===== config.mk =====
export PLATFORM = sky130hd
export DESIGN_NAME = sd_sector_write_flat
export DESIGN_NICKNAME = d
export VERILOG_FILES = /design/src/rtl/sd_pkg.sv /design/src/rtl/sd_sector_write_if.sv /design/src/rtl/sd_spi_byte.sv /design/src/rtl/sd_sector_write.sv /design/src/flat_wrapper.sv
export SDC_FILE = /design/constraint.sdc
export NUM_CORES = 1
export LEC_CHECK = 0
export CAP_MARGIN = 20
export CORE_MARGIN = 2
export CORE_UTILIZATION = 57
export DETAILED_ROUTE_END_ITERATION = 10
export PLACE_DENSITY = 0.8
export SLEW_MARGIN = 30
export SYNTH_ARGS = -nofsm -noshare
export SYNTH_HDL_FRONTEND = slang
export SYNTH_SLANG_ARGS = --single-unit

===== constraint.sdc =====
create_clock -name clk_50M -period 2.77 [get_ports clk_50M]
set_input_delay 0.554 -clock clk_50M [delete_from_list [all_inputs] [get_ports clk_50M]]
set_output_delay 0.554 -clock clk_50M [all_outputs]
set_load 0.05 [all_outputs]

===== src/rtl/sd_pkg.sv =====
// rtl/sd_pkg.sv - shared states, protocol constants and CRC helper for the SD sector writer
package sd_pkg;

    typedef enum logic [3:0] {
        ST_IDLE,
        ST_CMD,
        ST_R1,
        ST_GAP,
        ST_TOKEN,
        ST_DATA,
        ST_CRC,
        ST_DRESP,
        ST_BUSYW,
        ST_FIN,
        ST_ERR
    } wr_state_e;

    typedef enum logic [2:0] {
        ERR_NONE         = 3'd0,
        ERR_R1_TIMEOUT   = 3'd1,
        ERR_R1_NONZERO   = 3'd2,
        ERR_DATA_REJECT  = 3'd3,
        ERR_BUSY_TIMEOUT = 3'd4
    } err_code_e;

    localparam logic [7:0] CMD24_BYTE   = 8'h58;
    localparam logic [7:0] START_TOKEN  = 8'hFE;
    localparam logic [7:0] DRESP_ACCEPT = 8'h05;
    localparam logic [7:0] IDLE_BYTE    = 8'hFF;
    localparam int         SECTOR_BYTES = 512;

    // CRC-16-CCITT, poly 0x1021, one data byte folded in MSB first
    function automatic logic [15:0] crc16_ccitt_byte(input logic [15:0] crc, input logic [7:0] data);
        logic [15:0] c;
        c = crc ^ {data, 8'h00};
        for (int i = 0; i < 8; i++) begin
            c = c[15] ? ({c[14:0], 1'b0} ^ 16'h1021) : {c[14:0], 1'b0};
        end
        return c;
    endfunction

endpackage


===== src/rtl/sd_sector_write_if.sv =====
// rtl/sd_sector_write_if.sv - host control and sector byte stream of the SD sector writer
interface sd_sector_write_if;
    logic        start;
    logic [31:0] sector_addr;
    logic [7:0]  din;
    logic        din_valid;
    logic        din_ready;
    logic        busy;
    logic        done;
    logic        err;
    logic [2:0]  err_code;

    modport master (
        output start, sector_addr, din, din_valid,
        input  din_ready, busy, done, err, err_code
    );

    modport slave (
        input  start, sector_addr, din, din_valid,
        output din_ready, busy, done, err, err_code
    );
endinterface


===== src/rtl/sd_spi_byte.sv =====
// rtl/sd_spi_byte.sv - SPI mode-0 byte engine, MSB first, SD_clk idles low between bytes
module sd_spi_byte #(
    parameter int CLK_DIV = 2
) (
    input  logic       clk,
    input  logic       rst_n,
    input  logic       go_i,
    input  logic [7:0] tx_i,
    input  logic       miso_i,
    output logic [7:0] rx_o,
    output logic       byte_done_o,
    output logic       busy_o,
    output logic       sclk_o,
    output logic       mosi_o
);
    localparam int             DW       = (CLK_DIV > 1) ? $clog2(CLK_DIV) : 1;
    localparam logic [DW-1:0]  DIV_LAST = DW'(CLK_DIV - 1);

    logic          active_q;
    logic [DW-1:0] div_q;
    logic [2:0]    bit_q;
    logic          sclk_q;
    logic [7:0]    tx_q;
    logic [7:0]    rx_q;
    logic          done_q;

    always_ff @(posedge clk or negedge rst_n) begin
        if (!rst_n) begin
            active_q <= 1'b0;
            div_q    <= '0;
            bit_q    <= '0;
            sclk_q   <= 1'b0;
            tx_q     <= 8'hFF;
            rx_q     <= 8'h00;
            done_q   <= 1'b0;
        end else begin
            done_q <= 1'b0;
            if (!active_q) begin
                if (go_i) begin
                    active_q <= 1'b1;
                    tx_q     <= tx_i;
                    div_q    <= '0;
                    bit_q    <= '0;
                end
            end else if (div_q == DIV_LAST) begin
                div_q <= '0;
                if (!sclk_q) begin
                    // rising edge: capture MISO
                    sclk_q <= 1'b1;
                    rx_q   <= {rx_q[6:0], miso_i};
                end else begin
                    // falling edge: present the next MOSI bit
                    sclk_q <= 1'b0;
                    tx_q   <= {tx_q[6:0], 1'b1};
                    bit_q  <= bit_q + 3'd1;
                    if (bit_q == 3'd7) begin
                        active_q <= 1'b0;
                        done_q   <= 1'b1;
                    end
                end
            end else begin
                div_q <= div_q + DW'(1);
            end
        end
    end

    assign rx_o        = rx_q;
    assign byte_done_o = done_q;
    assign busy_o      = active_q;
    assign sclk_o      = sclk_q;
    assign mosi_o      = active_q ? tx_q[7] : 1'b1;

endmodule


===== src/rtl/sd_sector_write.sv =====
// rtl/sd_sector_write.sv - SPI-mode SD CMD24 single-block writer; SD_WR_CRC16_EN enables the data CRC
module sd_sector_write
    import sd_pkg::*;
#(
    parameter int CLK_DIV      = 2,
    parameter int RESP_TIMEOUT = 8,
    parameter int BUSY_TIMEOUT = 65535
) (
    input  logic               clk_50M,
    input  logic               reset_n,
    sd_sector_write_if.slave   host,
    output logic               SD_clk,
    output logic               SD_cs,
    output logic               SD_datain,
    input  logic               SD_dataout
);
    localparam logic [15:0] RESP_LAST = 16'(RESP_TIMEOUT - 1);
    localparam logic [15:0] BUSY_LAST = 16'(BUSY_TIMEOUT - 1);
    localparam logic [8:0]  DATA_LAST = 9'(SECTOR_BYTES - 1);

    wr_state_e   state_q, state_d;
    logic [15:0] cnt_q, cnt_d;
    logic [8:0]  byte_cnt_q, byte_cnt_d;
    logic [31:0] addr_q, addr_d;
    err_code_e   err_code_q, err_code_d;
    logic        done_q, done_d;
    logic        err_q, err_d;

    logic        go;
    logic [7:0]  tx_byte;
    logic [7:0]  rx_byte;
    logic        byte_done;
    logic        eng_busy;
    logic        engine_free;
    logic        din_ready;

    sd_spi_byte #(.CLK_DIV(CLK_DIV)) u_spi (
        .clk         (clk_50M),
        .rst_n       (reset_n),
        .go_i        (go),
        .tx_i        (tx_byte),
        .miso_i      (SD_dataout),
        .rx_o        (rx_byte),
        .byte_done_o (byte_done),
        .busy_o      (eng_busy),
        .sclk_o      (SD_clk),
        .mosi_o      (SD_datain)
    );

`ifdef SD_WR_CRC16_EN
    logic [15:0] crc_q;

    always_ff @(posedge clk_50M or negedge reset_n) begin
        if (!reset_n) begin
            crc_q <= 16'h0000;
        end else if (state_q == ST_IDLE) begin
            crc_q <= 16'h0000;
        end else if (state_q == ST_DATA && go) begin
            crc_q <= crc16_ccitt_byte(crc_q, host.din);
        end
    end
`endif

    always_ff @(posedge clk_50M or negedge reset_n) begin
        if (!reset_n) begin
            state_q    <= ST_IDLE;
            cnt_q      <= '0;
            byte_cnt_q <= '0;
            addr_q     <= '0;
            err_code_q <= ERR_NONE;
            done_q     <= 1'b0;
            err_q      <= 1'b0;
        end else begin
            state_q    <= state_d;
            cnt_q      <= cnt_d;
            byte_cnt_q <= byte_cnt_d;
            addr_q     <= addr_d;
            err_code_q <= err_code_d;
            done_q     <= done_d;
            err_q      <= err_d;
        end
    end

    // A new byte is only issued once the previous byte_done has been consumed
    assign engine_free = !eng_busy && !byte_done;

    always_comb begin
        state_d    = state_q;
        cnt_d      = cnt_q;
        byte_cnt_d = byte_cnt_q;
        addr_d     = addr_q;
        err_code_d = err_code_q;
        done_d     = 1'b0;
        err_d      = 1'b0;
        go         = 1'b0;
        tx_byte    = IDLE_BYTE;
        din_ready  = 1'b0;

        unique case (state_q)
            ST_IDLE: begin
                if (host.start && !done_q && !err_q) begin
                    addr_d     = host.sector_addr;
                    err_code_d = ERR_NONE;
                    state_d    = ST_CMD;
                end
            end
            ST_CMD: begin
                case (cnt_q[2:0])
                    3'd0:    tx_byte = CMD24_BYTE;
                    3'd1:    tx_byte = addr_q[31:24];
                    3'd2:    tx_byte = addr_q[23:16];
                    3'd3:    tx_byte = addr_q[15:8];
                    3'd4:    tx_byte = addr_q[7:0];
                    default: tx_byte = IDLE_BYTE;
                endcase
                go = engine_free;
                if (byte_done) begin
                    if (cnt_q == 16'd5) state_d = ST_R1;
                    else                cnt_d   = cnt_q + 16'd1;
                end
            end
            ST_R1: begin
                go = engine_free;
                if (byte_done) begin
                    if (!rx_byte[7]) begin
                        if (rx_byte == 8'h00) begin
                            state_d = ST_GAP;
                        end else begin
                            state_d    = ST_ERR;
                            err_code_d = ERR_R1_NONZERO;
                        end
                    end else if (cnt_q == RESP_LAST) begin
                        state_d    = ST_ERR;
                        err_code_d = ERR_R1_TIMEOUT;
                    end else begin
                        cnt_d = cnt_q + 16'd1;
                    end
                end
            end
            ST_GAP: begin
                go = engine_free;
                if (byte_done) state_d = ST_TOKEN;
            end
            ST_TOKEN: begin
                tx_byte = START_TOKEN;
                go      = engine_free;
                if (byte_done) begin
                    state_d    = ST_DATA;
                    byte_cnt_d = '0;
                end
            end
            ST_DATA: begin
                din_ready = engine_free;
                tx_byte   = host.din;
                go        = engine_free && host.din_valid;
                if (byte_done) begin
                    if (byte_cnt_q == DATA_LAST) state_d    = ST_CRC;
                    else                         byte_cnt_d = byte_cnt_q + 9'd1;
                end
            end
            ST_CRC: begin
`ifdef SD_WR_CRC16_EN
                tx_byte = cnt_q[0] ? crc_q[7:0] : crc_q[15:8];
`else
                tx_byte = IDLE_BYTE;
`endif
                go = engine_free;
                if (byte_done) begin
                    if (cnt_q == 16'd1) state_d = ST_DRESP;
                    else                cnt_d   = cnt_q + 16'd1;
                end
            end
            ST_DRESP: begin
                go = engine_free;
                if (byte_done) begin
                    // a token has the shape xxx0xxx1; any other byte is still idle bus
                    if (!rx_byte[4] && rx_byte[0]) begin
                        if (rx_byte[4:0] == DRESP_ACCEPT[4:0]) begin
                            state_d = ST_BUSYW;
                        end else begin
                            state_d    = ST_ERR;
                            err_code_d = ERR_DATA_REJECT;
                        end
                    end else if (cnt_q == RESP_LAST) begin
                        state_d    = ST_ERR;
                        err_code_d = ERR_DATA_REJECT;
                    end else begin
                        cnt_d = cnt_q + 16'd1;
                    end
                end
            end
            ST_BUSYW: begin
                go = engine_free;
                if (byte_done) begin
                    if (rx_byte == 8'hFF) begin
                        state_d = ST_FIN;
                    end else if (cnt_q == BUSY_LAST) begin
                        state_d    = ST_ERR;
                        err_code_d = ERR_BUSY_TIMEOUT;
                    end else begin
                        cnt_d = cnt_q + 16'd1;
                    end
                end
            end
            ST_FIN: begin
                go = engine_free;
                if (byte_done) begin
                    state_d = ST_IDLE;
                    done_d  = 1'b1;
                end
            end
            ST_ERR: begin
                go = engine_free;
                if (byte_done) begin
                    state_d = ST_IDLE;
                    err_d   = 1'b1;
                end
            end
            default: state_d = ST_IDLE;
        endcase

        if (state_d != state_q) cnt_d = '0;
    end

    assign SD_cs          = (state_q == ST_IDLE) || (state_q == ST_FIN) || (state_q == ST_ERR);
    assign host.din_ready = din_ready;
    assign host.busy      = (state_q != ST_IDLE);
    assign host.done      = done_q;
    assign host.err       = err_q;
    assign host.err_code  = err_code_q;

endmodule


===== src/flat_wrapper.sv =====
// flat-port wrapper written by rule: the top's interface ports become plain ports
module sd_sector_write_flat import sd_pkg::*;
#(
    parameter int CLK_DIV      = 2,
    parameter int RESP_TIMEOUT = 8,
    parameter int BUSY_TIMEOUT = 65535
)
  (clk_50M, reset_n, SD_clk, SD_cs, SD_datain, SD_dataout, host_start, host_sector_addr, host_din, host_din_valid, host_din_ready, host_busy, host_done, host_err, host_err_code);
  sd_sector_write_if host_i ();
  input  logic clk_50M;
  input  logic reset_n;
  output logic SD_clk;
  output logic SD_cs;
  output logic SD_datain;
  input  logic SD_dataout;
  input wire logic [$bits(host_i.start)-1:0] host_start;
  input wire logic [$bits(host_i.sector_addr)-1:0] host_sector_addr;
  input wire logic [$bits(host_i.din)-1:0] host_din;
  input wire logic [$bits(host_i.din_valid)-1:0] host_din_valid;
  output wire logic [$bits(host_i.din_ready)-1:0] host_din_ready;
  output wire logic [$bits(host_i.busy)-1:0] host_busy;
  output wire logic [$bits(host_i.done)-1:0] host_done;
  output wire logic [$bits(host_i.err)-1:0] host_err;
  output wire logic [$bits(host_i.err_code)-1:0] host_err_code;
  assign host_i.start = host_start;
  assign host_i.sector_addr = host_sector_addr;
  assign host_i.din = host_din;
  assign host_i.din_valid = host_din_valid;
  assign host_din_ready = host_i.din_ready;
  assign host_busy = host_i.busy;
  assign host_done = host_i.done;
  assign host_err = host_i.err;
  assign host_err_code = host_i.err_code;
  sd_sector_write #(.CLK_DIV(CLK_DIV), .RESP_TIMEOUT(RESP_TIMEOUT), .BUSY_TIMEOUT(BUSY_TIMEOUT)) u_core (.clk_50M(clk_50M), .reset_n(reset_n), .host(host_i), .SD_clk(SD_clk), .SD_cs(SD_cs), .SD_datain(SD_datain), .SD_dataout(SD_dataout));
endmodule

Word level (Yosys, flattened, before mapping)
Index checks and enable logic that the tools add are counted.
Cells by class
  add/sub/neg operators: 4
  muxes and demuxes: 81
  bitwise operators: 1
  reduce and logical (&&, ||, !) cells: 29
  equal/unequal tests: 49
Operator list (count)
  $mux 16: 13
  $pmux 16 s5: 1
  $mux 4: 19
  $mux 3: 16
  $pmux 4 s10: 1
  $pmux 8 s5: 1
  $eq 16x3->1 const B: 2
  $mux 8: 4
  $mux 9: 3
  $pmux 8 s3: 1
  $ne 3x2->1 const B: 7
  $ne 3x3->1 const B: 7
  $mux 1: 18
  $pmux 9 s2: 1
  $add 16x1->16 const B: 1
  $eq 16x1->1 const B: 1
  $eq 16x16->1 const B: 1
  $eq 4x3->1 const B: 4
  $ne 2x2->1 const B: 7
  $eq 4x4->1 const B: 3
  $pmux 3 s4: 1
  $reduce_and 12->1: 1
  $reduce_and 11->1: 1
  $add 9x1->9 const B: 1
  30 further kinds: 49
Storage, ports and cells
  flip-flop bits (word level): 89
  output and inout bits: 10
  word-level logic and storage cells: 178
  input bits: 45

Longest topological paths before layout
Gate-level depths: netlist of the first run.
  word-level depth: 8
  mapped depth: 12
  depth with buffers taken out: 10

Hierarchy
Synthesis of the first run repeated with hierarchy kept, for this count alone.
Unflattened totals
  cell total of the unflattened synthesis: 496
  area, all modules: 5195.0 sq um
By module, submodules not included
  sd_sector_write: instances 1, area an instance 4041.4 sq um, cells each 409, seq. area each 1651.6 sq um
  sd_spi_byte: instances 1, area an instance 1153.6 sq um, cells each 87, seq. area each 585.6 sq um

Worst setup path before layout of the first run
Ideal clock, no wire load.
  kind: register -> output
  from: register u_core.state_q[0]
  to: output host_din_ready
  data arrival time: 2.372 ns
  buffers on the path: 2
  cell stages (with the launch flop): 5
  setup slack: -0.156 ns
  required time: 2.216 ns
  path through: dfrtp_1 buf_2 inv_1 clkbuf_1 nor4_1
On the way
  longest elaborated chain between the ends: 2
RTL lines
  start, declared: line sd_sector_write.sv:21  | wr_state_e state_q, state_d;
  start signal, assigned: line sd_sector_write.sv:74  | state_q <= state_d;
  $eq 4x3->1: line sd_sector_write.sv:99  | unique case (state_q)
  $mux 1: line sd_sector_write.sv:99
  end, declared: line flat_wrapper.sv:20  | output wire logic [$bits(host_i.din_ready)-1:0] host_din_ready;
No other way between the ends.

Worst setup path after layout of the first run
  from: register u_core.cnt_q[1]
  to: register u_core.err_code_q[0] (netlist: u_core.host.err_code[0])
On the way
  longest elaborated chain between the ends: 3
  elaborated cells between the ends (all ways): 6
  those cells by class: eq/ne: 5; reduce/logical: 1
RTL lines
  start, declared: line sd_sector_write.sv:22  | logic [15:0] cnt_q, cnt_d;
  start signal, assigned: line sd_sector_write.sv:75  | cnt_q <= cnt_d;
  $eq 16x3->1 / $eq 16x16->1 (equally long branches): line sd_sector_write.sv:132, sd_sector_write.sv:184, sd_sector_write.sv:197
  $ne 3x1->1 (no line), or another cell as far along
  $reduce_and 11->1 (no line) *
  end signal, assigned: line sd_sector_write.sv:78  | err_code_q <= err_code_d;
  end, declared: line sd_sector_write.sv:25  | err_code_e err_code_q, err_code_d;
Every way passes the cells marked *; elsewhere a longest branch is shown, timed or not.
A chain may end at the register's enable or synchronous reset.

==> results by group, run 1 <==
Layout
  – Layout Area Growth over Synthesis: 18.8%
  – Fraction of layout cells with a size suffix above 1: 20.4%
  – Post-layout util: 69.7%
  – Most common cell after layout, fill and taps aside: dfrtp_1
  – Number of antenna diodes: 0
  – Nets@finish: 623
  – Final cell area excluding filler cells: 6050 um^2
  – Count of non-filler cells in the finished layout: 682
  – Highest-count cells in the layout ignoring fill and taps: dfrtp_1 (81), clkdlybuf4s50_1 (50), nand2_1 (41), mux2_2 (41), o21ai_0 (33)

Yosys
  – Number of standard cells after synthesis: 517
  – Post-synthesis compound-gate area fraction: 19.4%
  – Cell type with the highest aggregate area in the netlist: dfrtp_1
  – Number of enable flip-flop cells after synthesis: 0
  – Mapped Nets: 571
  – Post-Synthesis Mean Instance Area: 9.84 um^2
  – Yosys warning total: 0
  – Number of distinct standard cells referenced by the synthesized netlist: 72
  – Share of the yosys chip area belonging to registers: 44.0%
  – Adder-cell share of the synthesized area: 2.21%
  – Multiplexer area fraction after synthesis: 10.1%
  – Register bit total from synthesis: 89
  – Parity-gate share of the synthesized area counting xor and xnor cells: 0.688%
  – Ranking of synthesized cells by area: dfrtp_1 (40%), mux2_2 (9.1%), dfstp_2 (4.1%)
  – Most used flip-flop cell after synthesis: dfrtp_1
  – Synth Area in Simple Gates: 19.6%
  – Combined area of all synthesized cells: 5090 um^2
  – Dominant combinational cell family by area after synthesis: simple AND/OR/NAND/NOR gates
  – Area share of the largest cell type after synthesis: 39.8%
  – Ys async rst share: 100%

Drt
  – Per-cell routed wire length: 18.6 um
  – Post-DR vias/cell: 6.50
  – Iteration count of the initial detailed-routing pass: 5
  – Detailed router's first-iteration violation count: 299
  – Total wirelength of the detailed-routed design: 12700 um
  – Total via count after detailed routing: 4432
  – DRC violation count after routing: 0
  – Remaining antenna violation count: 0

GRT
  – Total grt overflow: 0
  – Via count of the first global-routing pass: 4333
  – Pin count of the biggest net entering global routing: 58
  – Antenna violations before repair: 0
  – GRT Overall Usage: 26.7%
  – Wire length of the first global-routing pass: 21200 um

STA
  – Period Utilization, post-route: 98.7%
  – Achievable frequency: 366 MHz
  – Count of pins over their slew limit: 0
  – Setup TNS: 0 ns
  – Transition time at the pin with the least slew margin: 0.702 ns
  – Worst clock skew: 0.0126 ns
  – Hold Vio Cnt, Final: 0
  – Clock period minus worst slack: 2.74 ns
  – Max-slew headroom at the worst pin: 53.1%
  – Count of endpoints failing setup in the final report: 0

Floorplan
  – Core Footprint: 8680 um^2
  – DIE AREA: 9700 um^2
  – Number of standard-cell rows in the floorplan: 34
  – Effective utilization at floorplan: 58.6%
  – Die Height: 98.5 um
  – Number of top-level design ports: 55
  – Die span in x: 98.5 um

Placed design
  – Number of port buffers: 54
  – Routability-driven placement congestion ratio: 0.939
  – Placed instance area: 5810 um^2
  – Sum of net half-perimeters after detailed placement: 8940 um
  – Placed Cells incl. Taps: 665

Setup path
  – WP data arrival: 2.99 ns
  – Startpoint type of the worst setup path: register
  – Category of the worst setup path capture point: register
  – Internal reg-to-reg setup slack: 0.03 ns
  – Required @ worst endpoint: 3.03 ns
  – Reg2reg start: u_core.cnt_q[1]$_DFFE_PN0P_
  – Count of cells along the worst register-to-register path: 7
  – Crit-path max FO: 8
  – Reg-to-reg critical path endpoint: u_core.host.err_code[0]$_DFFE_PN0P_
  – Worst Path Class, Setup: register to register

Pwr
  – Final total power: 2.34 mW
  – Leakage power figure: 2.55 nW
  – Areal power density over the cells: 387 nW/um^2
  – Maximum VDD drop: 0.322 mV

Outcome
  – Result of the run: complete, no violations

Clock tree
  – Worst-Skew Late Latency: 0.37 ns
  – Buffer type at the clock tree root: clkbuf_8
  – Hold_buf cts: 0
  – Maximum level of the CTS H-tree: 3
  – CTS tree: built
  – Number of clock sinks: 89
  – Number of buffers created by CTS: 9
  – Post-CTS clock slew at the launch and capture registers of the worst setup and hold paths: 0.11 ns
  – Clock buffer depth: 2

Worst hold path
  – Min-delay worst type: primary input to async pin

Job
  – Count of maximum capacitance violations: 0
layer usage:
layer	wire length, um	GRT usage, %	share of wire [%]	vias up
met1	5310	37.2	42	2165
met5	0	0	0	-
met3	841	5.18	6.6	17
met2	6380	43.5	50	186
met4	177	6.95	1.4	0
li1	-	-	-	2064
critical path, stage by stage, from the launching register on:
cell      delay [ns]
dfrtp_1         0.49
ha_1            0.30
nor4bb_1        0.42
nand4_1         0.33
a21boi_2        0.30
nor2_1          0.11
nor4_4          0.29
mux2_2          0.38
flip-flops by register name, indices dropped and copies added, names as in the netlist:
register,count
u_core.host.err_code,3
u_core.u_spi.div_q,1
u_core.u_spi.bit_q,3
u_core.addr_q,32
u_core.state_q,4
u_core.u_spi.tx_q,8
u_core.byte_cnt_q,9
u_core.host.done,1
u_core.cnt_q,16
u_core.u_spi.sclk_o,1
u_core.u_spi.rx_o,8
u_core.u_spi.byte_done_o,1
u_core.u_spi.busy_o,1
u_core.host.err,1
cell families after synthesis:
| logic type | Yosys count |
|---|---|
| AO/OA/AOI/OAI | 145 |
| XOR/XNOR | 4 |
| AND/OR/NAND/NOR | 177 |
| buffers and inverters | 47 |
| multiplexers | 46 |
| adder cells (fa/ha/maj) | 9 |
| flip-flops | 89 |
worst max-delay path by stage:
stage / startpoint / endpoint / slack, ns / cells past startpoint
finish: u_core.cnt_q[1]$_DFFE_PN0P_ / u_core.host.err_code[0]$_DFFE_PN0P_ / 0.03 / 7
global route: u_core.cnt_q[1]$_DFFE_PN0P_ / u_core.host.err_code[0]$_DFFE_PN0P_ / -0.14 / 7
CTS: u_core.cnt_q[1]$_DFFE_PN0P_ / u_core.host.err_code[0]$_DFFE_PN0P_ / 0.08 / 7
detailed placement: u_core.cnt_q[0]$_DFFE_PN0P_ / u_core.host.err_code[0]$_DFFE_PN0P_ / 0.1 / 7
global placement: u_core.cnt_q[1]$_DFFE_PN0P_ / u_core.host.err_code[0]$_DFFE_PN0P_ / 0.22 / 7
floorplan: u_core.state_q[1]$_DFF_PN0_ / SD_cs / 0.18 / 6
where the power goes:
part	total, mW	switching (mW)	internal [mW]
Sequential	1.31	0.00791	1.30
Clock	0.923	0.558	0.365
Combinational	0.106	0.0421	0.0639
Total	2.34	0.608	1.73
metrics by stage:
step	hold slack (ns)	setup slack [ns]
2_1_floorplan	0.258	0.182
3_3_place_gp	0.449	0.216
3_5_place_dp	0.456	0.0973
4_1_cts	0.137	0.0786
5_1_grt	0.149	-0.137
6_report	0.131	0.0349
Yosys cell counts (all sizes together) (2+ instances only):
master,n
nand3,17
a22o,3
inv,12
nor3b,2
nor4,7
nand2b,6
nand2,41
clkbuf,24
dfrtp,81
nor2b,5
nand4,19
buf,11
or2,4
o21ai,36
mux2,42
a221oi,2
o21a,2
a222oi,3
ha,9
o32ai,2
or3,8
and3,11
o31ai,10
a2111oi,8
a311oi,3
o2111ai,2
nor3,12
o211ai,2
a22oi,5
o22ai,5
dfstp,8
o211a,3
a21oi,38
or4,10
xnor2,3
mux2i,4
a31oi,11
and2,3
a21o,2
nor2,24
area by class of cell:
cell class | count | area (um^2)
well taps | 108 | 135
clock buffers | 9 | 124
multi-input cells | 381 | 2660
repair buffers | 76 | 758
clock inverters | 7 | 83.8
fillers | 680 | 2630
flip-flops and latches | 89 | 2240
inverters | 12 | 45.0
repair_timing:
item	in CTS	in global routing
setup buffers	0	1
gates resized for setup	0	2
hold endpoints to repair	0	0
endpoints found under the setup margin	0	3
Power figures use the tool's default switching activity.
==> inputs of run 2 (changes only) <==
CORE_MARGIN = not set   (was 2)
==> run 2 against run 1 <==
Compared with the run above: sequential share of layout area is 0.094 points lower; critical path depth is 3 lower; fmax is 3.9% higher; via count is 0.32% lower; register-to-register slack better by 0.17 ns; first-iteration DRC count is 34% higher; cell count is 0.15% higher; setup slack better by 0.10 ns; non-clock buffer count is 1 higher; critical path type is now register to output port; largest power group unchanged.
==> results by group, run 2 (synthesis gave the netlist of run 1 again) <==
Setup path
  – Crit-path max FO: 21
  – Startpoint type of the worst setup path: register
  – Worst setup startpoint: u_core.state_q[1]$_DFF_PN0_
  – Worst Path Class, Setup: register to output port
  – Reg2reg start: u_core.cnt_q[1]$_DFFE_PN0P_
  – Required @ worst endpoint: 2.22 ns
  – WP data arrival: 2.08 ns
  – Category of the worst setup path capture point: output port

Pwr
  – Areal power density over the cells: 387 nW/um^2
  – Maximum VDD drop: 0.307 mV
  – Leakage power figure: 2.55 nW
  – Final total power: 2.35 mW

Layout
  – Fraction of layout cells with a size suffix above 1: 20.5%
  – Layout Area Growth over Synthesis: 19.2%
  – Registers with the most flip-flops: u_core.addr_q: 32 flops, u_core.cnt_q: 16 flops, u_core.byte_cnt_q: 9 flops
  – Highest-count cells in the layout ignoring fill and taps: dfrtp_1 (80), clkdlybuf4s50_1 (50), nand2_1 (41), mux2_2 (41), o21ai_0 (33)
  – Register with the highest flop count: u_core.addr_q
  – Flip-flop count of the largest register, all copies and words added: 32
  – Post-layout util: 69.9%
  – Most common cell after layout, fill and taps aside: dfrtp_1
  – Nets@finish: 624
  – Final cell area excluding filler cells: 6070 um^2
  – Count of non-filler cells in the finished layout: 683
  – Number of antenna diodes: 0

STA
  – Hold WS: 0.175 ns
  – Final Worst Setup Slack: 0.138 ns
  – Count of endpoints failing setup in the final report: 0
  – Unrepaired setup endpoints after global routing: no
  – Hold Vio Cnt, Final: 0
  – Achievable frequency: 380 MHz
  – Worst clock skew: 0.0118 ns
  – Count of pins over their slew limit: 0
  – Transition time at the pin with the least slew margin: 0.625 ns
  – Period Utilization, post-route: 95.0%
  – Setup TNS: 0 ns
  – Max-slew headroom at the worst pin: 57.2%
  – Clock period minus worst slack: 2.63 ns

Drt
  – Per-cell routed wire length: 18.3 um
  – Total wirelength of the detailed-routed design: 12500 um
  – Iteration count of the initial detailed-routing pass: 5
  – Remaining antenna violation count: 0
  – Total via count after detailed routing: 4418
  – DRC violation count after routing: 0
  – Detailed router's first-iteration violation count: 401
  – Post-DR vias/cell: 6.47

Job
  – Count of maximum capacitance violations: 0

Clock tree
  – Buffer type at the clock tree root: clkbuf_8
  – Clock buffer depth: 2
  – CTS tree: built
  – Number of clock sinks: 89
  – Number of buffers created by CTS: 9
  – Worst-Skew Late Latency: 0.36 ns
  – Hold_buf cts: 0
  – Maximum level of the CTS H-tree: 3
  – Post-CTS clock slew at the launch and capture registers of the worst setup and hold paths: 0.10 ns

Placed design
  – Sum of net half-perimeters after detailed placement: 8930 um
  – Pre-CTS worst setup slack: 0.163 ns
  – Placed Cells incl. Taps: 665
  – Number of port buffers: 54
  – Routability-driven placement congestion ratio: 0.939
  – Placed instance area: 5820 um^2

GRT
  – Pin count of the biggest net entering global routing: 47
  – GRT Overall Usage: 28.7%
  – Total grt overflow: 0
  – Via count of the first global-routing pass: 4209
  – Antenna violations before repair: 0
  – Wire length of the first global-routing pass: 20400 um

Floorplan
  – Die Height: 96.5 um
  – Number of standard-cell rows in the floorplan: 34
  – Core Footprint: 8680 um^2
  – Number of top-level design ports: 55
  – DIE AREA: 9310 um^2
  – Effective utilization at floorplan: 58.6%
  – Die span in x: 96.5 um

Worst hold path
  – Min-delay worst type: primary input to async pin

Outcome
  – Result of the run: complete, no violations
## run 2: layer usage
| layer | GRT usage, % | share of wire, % | vias up |
|---|---|---|---|
| li1 | - | - | 2058 |
| met1 | 39.6 | 43 | 2164 |
| met2 | 46.1 | 49 | 168 |
| met3 | 3.29 | 5.3 | 28 |
| met4 | 11.5 | 2.1 | 0 |
| met5 | 0 | 0 | - |
## run 2: report_power, final
part	switching, mW	internal [mW]	total, mW	leakage [nW]
sequential	0.00761	1.30	1.31	1.16
combinational	0.0427	0.0638	0.106	1.29
clock	0.482	0.449	0.931	0.100
total	0.533	1.82	2.35	2.55
## run 2: final cells by class
type	count	area, um^2
clock buffers	11	141
clock inverters	5	63.8
fillers	636	2610
inverters	12	45.0
multi-input cells	381	2660
flip-flops and latches	89	2240
well taps	108	135
repair buffers	77	778
## run 2: final timing paths
check                                                      endpoint  slack, ns  cells after the start
worst min register to register     u_core.u_spi.tx_q[0]$_DFFE_PN1P_       0.47                      2
worst max register to register  u_core.host.err_code[0]$_DFFE_PN0P_       0.20                      7
max in group asynchronous          u_core.u_spi.tx_q[7]$_DFFE_PN1P_       1.88                      2
worst max-delay path                                 host_din_ready       0.14                      4
min in group clk_50M               u_core.u_spi.tx_q[0]$_DFFE_PN1P_       0.47                      2
worst min-delay path                    u_core.cnt_q[9]$_DFFE_PN0P_       0.18                      1
## run 2: worst max-delay path, cell delays in order (launching register included)
cell,delay (ns)
dfrtp_1,0.52
buf_12,0.22
or3b_1,0.46
nor4_2,0.33
buf_12,0.19
## run 2: repair_timing
item,CTS,global route
setup endpoints to repair,0,4
gates resized for setup,0,3
buffers inserted,0,2
